File: src/rtl/modulo_step_counter_pkg.sv
// Shared constants for the modulo step counter: direction and range-end policy encodings.
package modulo_step_counter_pkg;

    localparam logic DIR_UP    = 1'b1;
    localparam logic DIR_DOWN  = 1'b0;
    localparam logic MODE_WRAP = 1'b0;
    localparam logic MODE_SAT  = 1'b1;

endpackage

File: src/rtl/counter_step_alu.sv
// Combinational next-count computation for one enabled step, including wrap/clip decisions.
// All range arithmetic is done one bit wider than the count so limit = all-ones still works.
module counter_step_alu
    import modulo_step_counter_pkg::*;
#(
    parameter int WIDTH      = 8,
    parameter int STEP_WIDTH = 4
) (
    input  logic [WIDTH-1:0]      count,
    input  logic [STEP_WIDTH-1:0] step,
    input  logic [WIDTH-1:0]      limit,
    input  logic                  up_down,
    input  logic                  mode,
    output logic [WIDTH-1:0]      next_count,
    output logic                  wrap,
    output logic                  clip
);

    localparam int EW = WIDTH + 1;

    logic [EW-1:0] count_ext;
    logic [EW-1:0] step_ext;
    logic [EW-1:0] limit_ext;
    logic [EW-1:0] modulus;
    logic [EW-1:0] up_sum;
    logic          wrap_ok;

    assign count_ext = {1'b0, count};
    assign step_ext  = {{(EW-STEP_WIDTH){1'b0}}, step};
    assign limit_ext = {1'b0, limit};
    assign modulus   = limit_ext + 1'b1;
    assign up_sum    = count_ext + step_ext;

    // A step larger than the modulus cannot wrap meaningfully, so it clips instead.
    assign wrap_ok = (mode == MODE_WRAP) && (step_ext <= modulus);

    always_comb begin
        next_count = count;
        wrap       = 1'b0;
        clip       = 1'b0;
        if (count_ext > limit_ext) begin
            next_count = limit;
            clip       = 1'b1;
        end else if (up_down == DIR_UP) begin
            if (up_sum <= limit_ext) begin
                next_count = WIDTH'(up_sum);
            end else if (wrap_ok) begin
                next_count = WIDTH'(up_sum - modulus);
                wrap       = 1'b1;
            end else begin
                next_count = limit;
                clip       = 1'b1;
            end
        end else begin
            if (count_ext >= step_ext) begin
                next_count = WIDTH'(count_ext - step_ext);
            end else if (wrap_ok) begin
                next_count = WIDTH'(count_ext + modulus - step_ext);
                wrap       = 1'b1;
            end else begin
                next_count = '0;
                clip       = 1'b1;
            end
        end
    end

endmodule

File: src/rtl/modulo_step_counter.sv
// Programmable up/down counter over [0, limit_i] with runtime step, wrap or saturate ends,
// synchronous load and one-cycle wrap/clip event flags.
module modulo_step_counter
    import modulo_step_counter_pkg::*;
#(
    parameter int WIDTH      = 8,
    parameter int STEP_WIDTH = 4
) (
    input  logic                  clk_i,
    input  logic                  reset_i,
    input  logic                  en_i,
    input  logic                  load_i,
    input  logic [WIDTH-1:0]      load_val_i,
    input  logic                  up_down_i,
    input  logic [STEP_WIDTH-1:0] step_i,
    input  logic [WIDTH-1:0]      limit_i,
    input  logic                  mode_i,
    output logic [WIDTH-1:0]      count_o,
    output logic                  wrap_o,
    output logic                  sat_o,
    output logic                  tc_o
);

    logic [WIDTH-1:0] count_reg;
    logic [WIDTH-1:0] count_next;
    logic             wrap_reg;
    logic             wrap_next;
    logic             sat_reg;
    logic             sat_next;

    logic [WIDTH-1:0] alu_count;
    logic             alu_wrap;
    logic             alu_clip;

    counter_step_alu #(
        .WIDTH      (WIDTH),
        .STEP_WIDTH (STEP_WIDTH)
    ) u_alu (
        .count      (count_reg),
        .step       (step_i),
        .limit      (limit_i),
        .up_down    (up_down_i),
        .mode       (mode_i),
        .next_count (alu_count),
        .wrap       (alu_wrap),
        .clip       (alu_clip)
    );

    // Load beats counting; a zero step is a plain hold with flags cleared.
    always_comb begin
        count_next = count_reg;
        wrap_next  = 1'b0;
        sat_next   = 1'b0;
        if (load_i) begin
            if (load_val_i > limit_i) begin
                count_next = limit_i;
                sat_next   = 1'b1;
            end else begin
                count_next = load_val_i;
            end
        end else if (en_i && (step_i != '0)) begin
            count_next = alu_count;
            wrap_next  = alu_wrap;
            sat_next   = alu_clip;
        end
    end

    always_ff @(posedge clk_i or posedge reset_i) begin
        if (reset_i) begin
            count_reg <= '0;
            wrap_reg  <= 1'b0;
            sat_reg   <= 1'b0;
        end else begin
            count_reg <= count_next;
            wrap_reg  <= wrap_next;
            sat_reg   <= sat_next;
        end
    end

    assign count_o = count_reg;
    assign wrap_o  = wrap_reg;
    assign sat_o   = sat_reg;
    assign tc_o    = (up_down_i == DIR_DOWN) ? (count_reg == '0) : (count_reg == limit_i);

endmodule

File: config.mk
export PLATFORM = sky130hd
export DESIGN_NAME = modulo_step_counter
export DESIGN_NICKNAME = d
export VERILOG_FILES = /design/src/rtl/modulo_step_counter_pkg.sv /design/src/rtl/counter_step_alu.sv /design/src/rtl/modulo_step_counter.sv
export SDC_FILE = /design/constraint.sdc
export NUM_CORES = 1
export LEC_CHECK = 0
export BUFFER_PORTS_ARGS = -buffer_cell sky130_fd_sc_hd__buf_2
export CAP_MARGIN = 30
export CORE_AREA = 2 2 57 99
export DETAILED_ROUTE_END_ITERATION = 16
export DIE_AREA = 0 0 59 101
export GPL_TIMING_DRIVEN = 0
export HOLD_SLACK_MARGIN = 0.1
export PLACE_DENSITY = 0.8
export SLEW_MARGIN = 20
export SYNTH_ARGS = -nofsm -noshare
export SYNTH_HDL_FRONTEND = slang
export SYNTH_SLANG_ARGS = --single-unit
File: constraint.sdc
create_clock -name clk_i -period 4.44 [get_ports clk_i]
set_clock_uncertainty 0.1 [all_clocks]
set_input_delay 0.888 -clock clk_i [delete_from_list [all_inputs] [get_ports clk_i]]
set_output_delay 0.888 -clock clk_i [all_outputs]
set_load 0.005 [all_outputs]
==> results of run 1 <==
## cell families (layout without fill, tap and decap cells)
| family | Yosys count | in the layout |
|---|---|---|
| flops | 10 | 10 |
| fa+ha+maj | 62 | 62 |
| xor+xnor | 24 | 24 |
| simple gates | 104 | 104 |
| mux | 11 | 11 |
| compound gates | 111 | 112 |
| buf+inv | 52 | 95 |
## critical path, delay by kind of cell
family | cells | cell delay, ps
fa+ha+maj | 2 | 600
simple gates | 5 | 910
xor+xnor | 1 | 310
buf+inv | 3 | 420
compound gates | 5 | 1240
## Yosys cell counts (all sizes together), types with 8 or more instances
| cell type | instances | share of area, % |
|---|---|---|
| a21oi | 23 | 3.8 |
| nor2 | 19 | 2.4 |
| ha | 55 | 23 |
| dfrtp | 10 | 8.4 |
| nor3 | 8 | 1.7 |
| xor2 | 8 | 2.3 |
| nand2 | 19 | 2.4 |
| nor2b | 11 | 2.3 |
| xnor2 | 16 | 4.7 |
| nand3 | 11 | 1.8 |
| o21ai | 17 | 2.8 |
| inv | 42 | 5.3 |
## per-layer routing
layer / share of wire, % / wire length [µm]
met5: 0 / 0
met4: 7.6 / 782
met3: 5.9 / 607
met2: 51 / 5270
met1: 35 / 3570
## per-stage QoR
step,setup TNS [ps],cell area (µm²),hold slack (ps)
final,0,3480,554
after global routing,0,3480,582
after CTS,0,3310,556
after detailed placement,-3120,3240,602
after global placement,-2830,3240,632
after floorplan,0,3000,526
## power groups by stage
stage | Combinational (W) | Sequential (W) | Clock [W]
after detailed placement | 0.00116 | 0.000158 | 0
after CTS | 0.00119 | 0.000156 | 0.000100
after global placement | 0.00114 | 0.000159 | 0
after global routing | 0.00146 | 0.000166 | 0.000102
after floorplan | 0.000859 | 0.000146 | 0
final | 0.00134 | 0.000162 | 0.000101
## sequential cells by signal, indices dropped and copies added (netlist names)
register	cells
wrap_o	1
count_o	8
sat_o	1
## what timing repair did
action,4_1_cts,5_1_grt
hold buffers,0,0
resized for setup,4,23
setup buffers,0,5
cloned,0,1
endpoints found under the setup margin,8,9
pin swaps,0,8
## worst max path at each step
stage,slack [ps],start,to
3_5_place_dp,-490,step_i[1],count_o[5]
3_3_place_gp,-450,step_i[1],count_o[5]
5_1_grt,2,step_i[1],count_o[3]
4_1_cts,30,step_i[1],count_o[5]
2_1_floorplan,450,step_i[3],count_o[5]
6_report,60,step_i[1],count_o[3]
## layout make-up
type,count,share of cell area (%)
multi-input combinational,313,77.3
timing repair buffer,40,6.18
inverter,44,4.81
tap,55,1.98
sequential,10,7.18
buffer,8,1.33
clock buffer,3,1.19
==> results.cfg, run 1 <==
[clocking]
cts_num_sinks = 10
root_buffer = clkbuf_8
htreeDepth = 1
numCtsBuffers = 3
clk_latency_ps = 240
path_clk_slew_ps = 50
cts_buffer_depth = 2
cts_tree = done

[setup_path]
critPathMaxFanout = 8
r2r_slack_ps = 320
cp.required_ps = 4450
path_class = input pin to flop
r2r_end = count_o[3]
r2r-start = count_o[1]
crit_arrival_ps = 4390
cp-end-kind = flop
r2r_cells = 14
path_cells = clkbuf_4, inv_2, ha_4, nor2b_2, o211ai_1, buf_4, a21oi_1, xnor2_1, ha_1, nand4_1, nor2_4, a311oi_4, nor2_4, or4_4, a31oi_2, o21ai_1
crit_slowest_cell = or4_4
worstSetupStartpointType = input pin
worst_path_most_repeated_cell = nor2_4
max_stage_delay_ps = 530

[placed_design]
portBuffers = 35
post-place-ws_ps = -493
hpwl_um = 8010
place_congestion = 1.02
post-place-cells = 464

[synth]
synth_top_family_by_area = adder cells
synth-compound-area-share_pct = 27.3
yosys.area_share.simple_pct = 19.0
synth_xor_area_share_pct = 7.01
synthMuxAreaShare_pct = 3.92
syn_area_um2 = 3000
synth-edff-count = 0
synth_flop_cell = dfrtp_1
yosys_warnings = 0
synth_cell_types = 68
synth_nets = 462
ys_async_sr_fraction_pct = 100
ys_seq_area_share_pct = 8.35
synth_cells = 374
synthAdderAreaFrac_pct = 27.6
avgSynthCellArea_um2 = 8.01
ys_ff_latch = 10

[job]
drv_cap = 1

[timing]
setup_viol = 0
relSlewSlack_pct = -3.98
fin_ws_ps = 57.7
hold_viol_final = 0
rsz0062_at_grt = false
worst_slew_pin_slew_ps = 1550
period_needed_ps = 4380
finalCritPeriodShare_pct = 98.7
slew_viol_final = 6
fmax_ghz = 0.228

[power_and_ir_drop]
leakage_nw = 1.58
power_frac_comb_pct = 83.6
peakVddDrop_v = 0.000281
power_w = 0.00160
seqPwrFrac_pct = 10.1
p_sw_w = 0.000869
powerDensity_nw_per_um2 = 460
clockPowerShare_pct = 6.3
switching_share_pct = 54.2
p_int_w = 0.000734

[die]
initial_core_util_pct = 58.0
boundaryPins = 37
fp.dieH_um = 101
fp.coreArea_um2 = 5170
die-area_um2 = 5960
rows = 35
die_w_um = 59

[grt]
grt_max_degree = 11
antenna_found_initial = 0
grt_pass1_wl_um = 15800
overflow = 0
grt_use_met3_pct = 2.44
grtUsageMet1_pct = 37.8
grt_usage_pct = 35.1
grt_pass1_vias = 3301
met2_usage_pct = 61.8
top_usage_layer = met2

[drt]
wl_per_cell_um = 21.6
vias = 3306
wl_um = 10200
drc = 0
vias_per_cell = 6.99
drtIter0Drc = 216
final_antenna_net_count = 0
drt_first_pass_iters = 5

[final_layout]
mostFrequentLayoutCells = ha_1, inv_1, buf_2, a21oi_1, nand2_1
finalNonFillerCells = 473
num-nets-final = 508
register_area_um2 = 250
syn_to_final_growth_pct = 16.2
drive_gt1_share_pct = 20.3
multiInputGateArea_um2 = 2690
diodes = 0
mostFrequentLayoutCell = ha_1
final_util_pct = 67.4
fillers = 447

[worst_hold_path]
hp-class = input pin to async pin

[run_status]
outcome = finished, violations left
failed_checks = max-capacitance violations, max-slew violations
(Power assumes the default switching activity.)
==> run 2, diff against run 1 <==
--- a/config.mk
+++ b/config.mk
@@ -7,12 +7,13 @@
 export LEC_CHECK = 0
 export BUFFER_PORTS_ARGS = -buffer_cell sky130_fd_sc_hd__buf_2
 export CAP_MARGIN = 30
-export CORE_AREA = 2 2 57 99
+export CORE_AREA = 2 2 59 103
 export DETAILED_ROUTE_END_ITERATION = 16
-export DIE_AREA = 0 0 59 101
+export DIE_AREA = 0 0 61 105
 export GPL_TIMING_DRIVEN = 0
 export HOLD_SLACK_MARGIN = 0.1
-export PLACE_DENSITY = 0.8
+export MAX_ROUTING_LAYER = met4
+export PLACE_DENSITY = 0.75
 export SLEW_MARGIN = 20
 export SYNTH_ARGS = -nofsm -noshare
 export SYNTH_HDL_FRONTEND = slang
==> run 2 against run 1 <==
  * The flow now finishes without violations
  * Utilization fell by 5.4 points
  * Die area rose by 7.5%
  * Register-to-register slack improved by 60 ps
  * Flip-flop and latch count did not move
  * Global-route usage fell by 2.7 points
  * Routed wire length fell by 5.0%
  * Critical path depth did not move
  * Combinational power fell by 6%
  * Sequential share of layout area rose by 0.097 points
  * Hold slack improved by 2.6 ps
  * Largest power group unchanged
==> results.cfg, run 2 (same netlist as run 1, synthesis figures left out) <==
[timing]
fin_ws_ps = 138
fmax_ghz = 0.232
worst_slew_pin_slew_ps = 1120
relSlewSlack_pct = 24.8
finalCritPeriodShare_pct = 96.9
slew_viol_final = 0
period_needed_ps = 4300
setup_viol = 0
hold_viol_final = 0

[setup_path]
path_class = input pin to flop
cp.required_ps = 4460
startpoint = step_i[3]
r2r-start = count_o[2]
crit_slowest_cell = a2111oi_4
max_stage_delay_ps = 440
cp-end-kind = flop
worstSetupStartpointType = input pin
crit_arrival_ps = 4320
path_cells = buf_2, inv_1, ha_2, inv_2, o211ai_1, a2111oi_4, xor2_1, ha_1, nand4b_1, nor2_4, a311oi_4, or2_1, buf_4, nor2_1, o311a_1, a211o_1
critPathMaxFanout = 7

[drt]
met3WireLength_um = 437
wl_um = 9710
wl_met1_um = 3560
drc = 0
top_layer = met4
drt_first_pass_iters = 4
vias_per_cell = 6.31
wl_per_cell_um = 19.8
vias = 3091
drtIter0Drc = 95
met2_length_um = 5230
final_antenna_net_count = 0

[grt]
overflow = 0
antenna_found_initial = 0
grt_usage_pct = 32.4
grt_pass1_vias = 3206
grt_pass1_wl_um = 15300
grt_max_degree = 11

[die]
initial_core_util_pct = 54.1
die_w_um = 61
boundaryPins = 37
rows = 36
fp.dieH_um = 105
fp.coreArea_um2 = 5540
die-area_um2 = 6410

[final_layout]
fillers = 530
register_area_um2 = 250
syn_to_final_growth_pct = 14.7
largest_register_ffs = 8
finalNonFillerCells = 490
drive_gt1_share_pct = 19.1
num-nets-final = 504
mostFrequentLayoutCells = ha_1, inv_1, buf_2, a21oi_1, nand2_1
multiInputGateArea_um2 = 2650
diodes = 0
mostFrequentLayoutCell = ha_1

[placed_design]
hpwl_um = 8070
post-place-cells = 485
place_congestion = 0.932
post-place-ws_ps = -367
portBuffers = 35

[clocking]
path_clk_slew_ps = 50
root_buffer = clkbuf_8
cts_tree = done
cts_num_sinks = 10
cts_hold_buf = 0
htreeDepth = 1
clk_latency_ps = 230
cts_buffer_depth = 2
numCtsBuffers = 3

[job]
drv_cap = 0

[power_and_ir_drop]
p_int_w = 0.000695
p_sw_w = 0.000822
switching_share_pct = 54.2
peakVddDrop_v = 0.000245
clockPowerShare_pct = 6.3
leakage_nw = 1.55
powerDensity_nw_per_um2 = 442
seqPwrFrac_pct = 10.6
power_frac_comb_pct = 83.1

[run_status]
outcome = finished clean

[worst_hold_path]
hp-class = input pin to async pin
==> run 2: cell types whose count changed in the layout (fill, tap and decap cells not counted), moves of 2 or more <==
cell / change
buf_4: -2
ha_4: -2
ha_2: +2
a31oi_2: -2
==> run 2: layout make-up <==
cell class	instances	area share, %
Sequential cell	10	7.28
Tap cell	76	2.77
Buffer	8	1.24
Timing Repair Buffer	37	5.61
Multi-Input combinational cell	312	77.1
Clock buffer	3	1.20
Inverter	44	4.81
==> run 2: layer usage <==
metal / track usage [%] / up-vias
met5: - / -
met3: 1.86 / 36
met2: 56.7 / 118
met4: 16.3 / 0
li1: - / 1483
met1: 35.0 / 1454
==> run 2: power by group through the flow <==
stage	Sequential, W	Clock [W]	Combinational [W]
final	0.000161	0.0000960	0.00126
after CTS	0.000158	0.0000962	0.00118
after detailed placement	0.000160	0	0.00116
after floorplan	0.000146	0	0.000859
after global routing	0.000164	0.000100	0.00137
after global placement	0.000160	0	0.00114
==> run 2: worst paths after layout <==
| kind | endpoint | slack (ps) | depth (start not counted) |
|---|---|---|---|
| setup / recovery | count_o[0] | 140 | 16 |
| hold / removal | count_o[5] | 560 | 2 |
| setup reg to reg | count_o[0] | 380 | 14 |
| hold reg to reg | count_o[3] | 660 | 2 |
| max in group asynchronous | count_o[4] | 3370 | 2 |
| min in group clk_i | count_o[3] | 660 | 2 |
==> run 2: timing repair <==
action | CTS | global route
pin swaps | 0 | 9
setup endpoints to repair | 8 | 9
gates resized for setup | 4 | 18
setup buffers | 0 | 2
==> run 2: worst max-delay path: cells and delay by family <==
family                   cells  cell delay, ps
AND/OR/NAND/NOR              4             450
AO/OA/AOI/OAI                5            1580
adder cells (fa/ha/maj)      2             630
buffers and inverters        4             520
XOR/XNOR                     1             250
==> run 2: stage by stage <==
| step | hold slack, ps | instance area, µm² | power, W | utilization [%] | setup TNS, ps |
|---|---|---|---|---|---|
| global route | 583 | 3440 | 0.00164 | 62.0 | -1.29 |
| CTS | 561 | 3340 | 0.00144 | 60.3 | 0 |
| finish | 557 | 3440 | 0.00152 | 62.0 | 0 |
| global placement | 628 | 3270 | 0.00130 | 59.0 | -2450 |
| floorplan | 526 | 3000 | 0.00101 | - | 0 |
| detailed placement | 626 | 3270 | 0.00132 | 59.0 | -2640 |
==> run 3, diff against run 2 <==
--- a/config.mk
+++ b/config.mk
@@ -7,14 +7,15 @@
 export LEC_CHECK = 0
 export BUFFER_PORTS_ARGS = -buffer_cell sky130_fd_sc_hd__buf_2
 export CAP_MARGIN = 30
-export CORE_AREA = 2 2 59 103
+export CORE_AREA = 2 2 61 106
 export DETAILED_ROUTE_END_ITERATION = 16
-export DIE_AREA = 0 0 61 105
+export DIE_AREA = 0 0 63 108
 export GPL_TIMING_DRIVEN = 0
 export HOLD_SLACK_MARGIN = 0.1
 export MAX_ROUTING_LAYER = met4
-export PLACE_DENSITY = 0.75
+export PLACE_DENSITY = 0.77
 export SLEW_MARGIN = 20
 export SYNTH_ARGS = -nofsm -noshare
 export SYNTH_HDL_FRONTEND = slang
+export SYNTH_HIERARCHICAL = 1
 export SYNTH_SLANG_ARGS = --single-unit
==> run 3 against run 2 <==
  * Combinational power grew 40%
  * Clock power grew 31%
  * Global-route usage shrank 1.1 points
  * Critical path depth grew 2
  * Cell count grew 9.6%
  * First-iteration DRC count grew 89%
  * Sequential share of layout area shrank 0.53 points
  * Non-clock buffer count grew 9
  * Flip-flop and latch count is the same
  * Critical endpoint is now count_o[2]
==> results.cfg, run 3 <==
[grt]
overflow = 0
grt_usage_pct = 31.3
grt_pass1_vias = 3436
grt_pass1_wl_um = 16100
antenna_found_initial = 0
grt_max_degree = 13

[synth]
syn_area_um2 = 3180
synth_nets = 503
avgSynthCellArea_um2 = 7.69
post-synth-top-count-cell = ha_1
synth_cells = 414
ys_seq_area_share_pct = 7.86
synth_common_cells = ha_1, inv_1, nor2_1
synth_cell_types = 60
synth_flop_cell = dfrtp_1
synth-edff-count = 0
ys_ff_latch = 10
synth_top_cell_by_area = ha_1
synth_top_area_share_pct = 22.0
yosys_warnings = 6
ys_async_sr_fraction_pct = 100
synth_area_leaders = ha_1, dfrtp_1, xnor2_1

[drt]
vias_per_cell = 6.28
drc = 0
drt_first_pass_iters = 5
wl_um = 10200
final_antenna_net_count = 0
drtIter0Drc = 180
vias = 3373
wl_per_cell_um = 19.1

[timing]
fmax_ghz = 0.233
worst_slew_pin_slew_ps = 502
hold_viol_final = 0
slew_viol_final = 0
finalCritPeriodShare_pct = 96.8
relSlewSlack_pct = 66.6
setup_viol = 0
period_needed_ps = 4300
rsz0062_at_grt = true

[placed_design]
place_area_um2 = 3460
place_congestion = 0.965
hpwl_um = 8220
post-place-cells = 527
portBuffers = 35

[clocking]
path_clk_slew_ps = 60
cts_num_sinks = 10
root_buffer = clkbuf_8
cts_buffer_depth = 2
clk_latency_ps = 250
htreeDepth = 1
numCtsBuffers = 3
cts_tree = done

[power_and_ir_drop]
peakVddDrop_v = 0.000276
switching_share_pct = 52.5
p_int_w = 0.00101
power_frac_comb_pct = 83.7
leakage_nw = 1.81
clockPowerShare_pct = 5.9
p_sw_w = 0.00111
powerDensity_nw_per_um2 = 572
seqPwrFrac_pct = 10.4

[worst_hold_path]
hp-class = input pin to async pin

[setup_path]
startpoint = step_i[0]
r2r_end = count_o[2]
crit_arrival_ps = 4320
r2r_slack_ps = 290
worstSetupStartpointType = input pin
path_class = input pin to flop
critPathMaxFanout = 5
cp-end-kind = flop
r2r_cells = 17
r2r-start = count_o[0]
cp.required_ps = 4470
critical_path.endpoint = count_o[2]

[die]
boundaryPins = 37
fp.coreArea_um2 = 5880
die-area_um2 = 6800
rows = 37
initial_core_util_pct = 54.1
die_w_um = 63
fp.dieH_um = 108

[final_layout]
diodes = 0
largest_register_ffs = 8
finalNonFillerCells = 537
num-nets-final = 549
fillers = 541
mostFrequentLayoutCells = ha_1, inv_1, buf_2, nor2_1
mostFrequentLayoutCell = ha_1
final_cell_area_um2 = 3710
drive_gt1_share_pct = 19.2
syn_to_final_growth_pct = 16.5

[run_status]
outcome = finished clean

[job]
drv_cap = 0
==> run 3: changes by cell type after synthesis, moves of 7 or more <==
cell,previous run,this run
nor2_1,19,27
a31oi_1,3,10
o211ai_1,4,11
o21ai_1,5,13
xnor2_1,16,26
and3_1,3,12
==> run 3: routing by layer <==
layer	track usage [%]	up-vias	share of wire, %
met4	21.1	0	5.6
met3	1.46	39	5.2
li1	-	1593	-
met5	-	-	0
met1	30.0	1598	35
met2	59.5	143	54
==> run 3: how the worst min path moves through the flow <==
stage / from / to / slack [ps] / cells past startpoint
after floorplan: count_o[4] / count_o[4] / 610 / 4
after global placement: count_o[7] / count_o[7] / 760 / 4
after detailed placement: count_o[4] / count_o[4] / 790 / 4
after CTS: reset_i / wrap_o / 530 / 2
after global routing: reset_i / wrap_o / 570 / 2
final: reset_i / wrap_o / 520 / 2
==> run 3: what timing repair did <==
| item | in CTS | in global routing |
|---|---|---|
| gates resized for setup | 8 | 25 |
| hold endpoints to repair | 0 | 0 |
| hold buffers | 0 | 0 |
| endpoints found under the setup margin | 8 | 9 |
| pin swaps | 4 | 18 |
| setup buffers | 3 | 4 |
==> run 3: power by group through the flow <==
| stage | clock network (W) | registers (W) | logic, W |
|---|---|---|---|
| final | 0.000126 | 0.000221 | 0.00177 |
| after global placement | 0 | 0.000213 | 0.00153 |
| after global routing | 0.000129 | 0.000225 | 0.00194 |
| after floorplan | 0 | 0.000179 | 0.00121 |
| after detailed placement | 0 | 0.000214 | 0.00158 |
| after CTS | 0.000124 | 0.000214 | 0.00164 |
==> run 3: logic make-up after synthesis <==
| group | after synthesis | synth area share, % |
|---|---|---|
| compound gates | 111 | 24.6 |
| xor+xnor | 35 | 9.63 |
| fa+ha+maj | 63 | 26.4 |
| buf+inv | 61 | 7.70 |
| flops | 10 | 7.86 |
| mux | 11 | 3.46 |
| simple gates | 123 | 20.4 |
==> run 3: area by class of cell <==
cell class                 count  area (µm²)  area share [%]
buffer                        12        61.3            1.65
clock buffer                   4        55.1            1.48
inverter                      48         180            4.86
multi-input combinational    343        2830            76.3
sequential                    10         250            6.75
tap                           78        97.6            2.63
timing repair buffer          42         235            6.34
==> run 3: worst max-delay path, cell delays in order <==
cell	delay, ps
buf_4	140
ha_4	160
fa_2	360
nor2b_1	140
o21a_1	220
o211ai_1	260
xnor2_2	140
ha_1	320
nand4_1	120
a21oi_2	200
o21bai_4	100
and2_4	180
a221o_1	350
a32o_1	270
mux2i_1	140
nor2_1	60
a31oi_1	180
o21ai_1	100
==> run 3: through the flow <==
step                util [%]  setup TNS [ps]  hold slack, ps  worst slack [ps]  power (W)
floorplan                  -               0             612              43.9    0.00139
global placement        58.8           -2850             763              -573    0.00174
detailed placement      58.8           -3320             794              -666    0.00180
CTS                     60.7               0             531              1.57    0.00198
global route            63.1            -116             570             -32.4    0.00229
finish                  63.1               0             517               142    0.00212
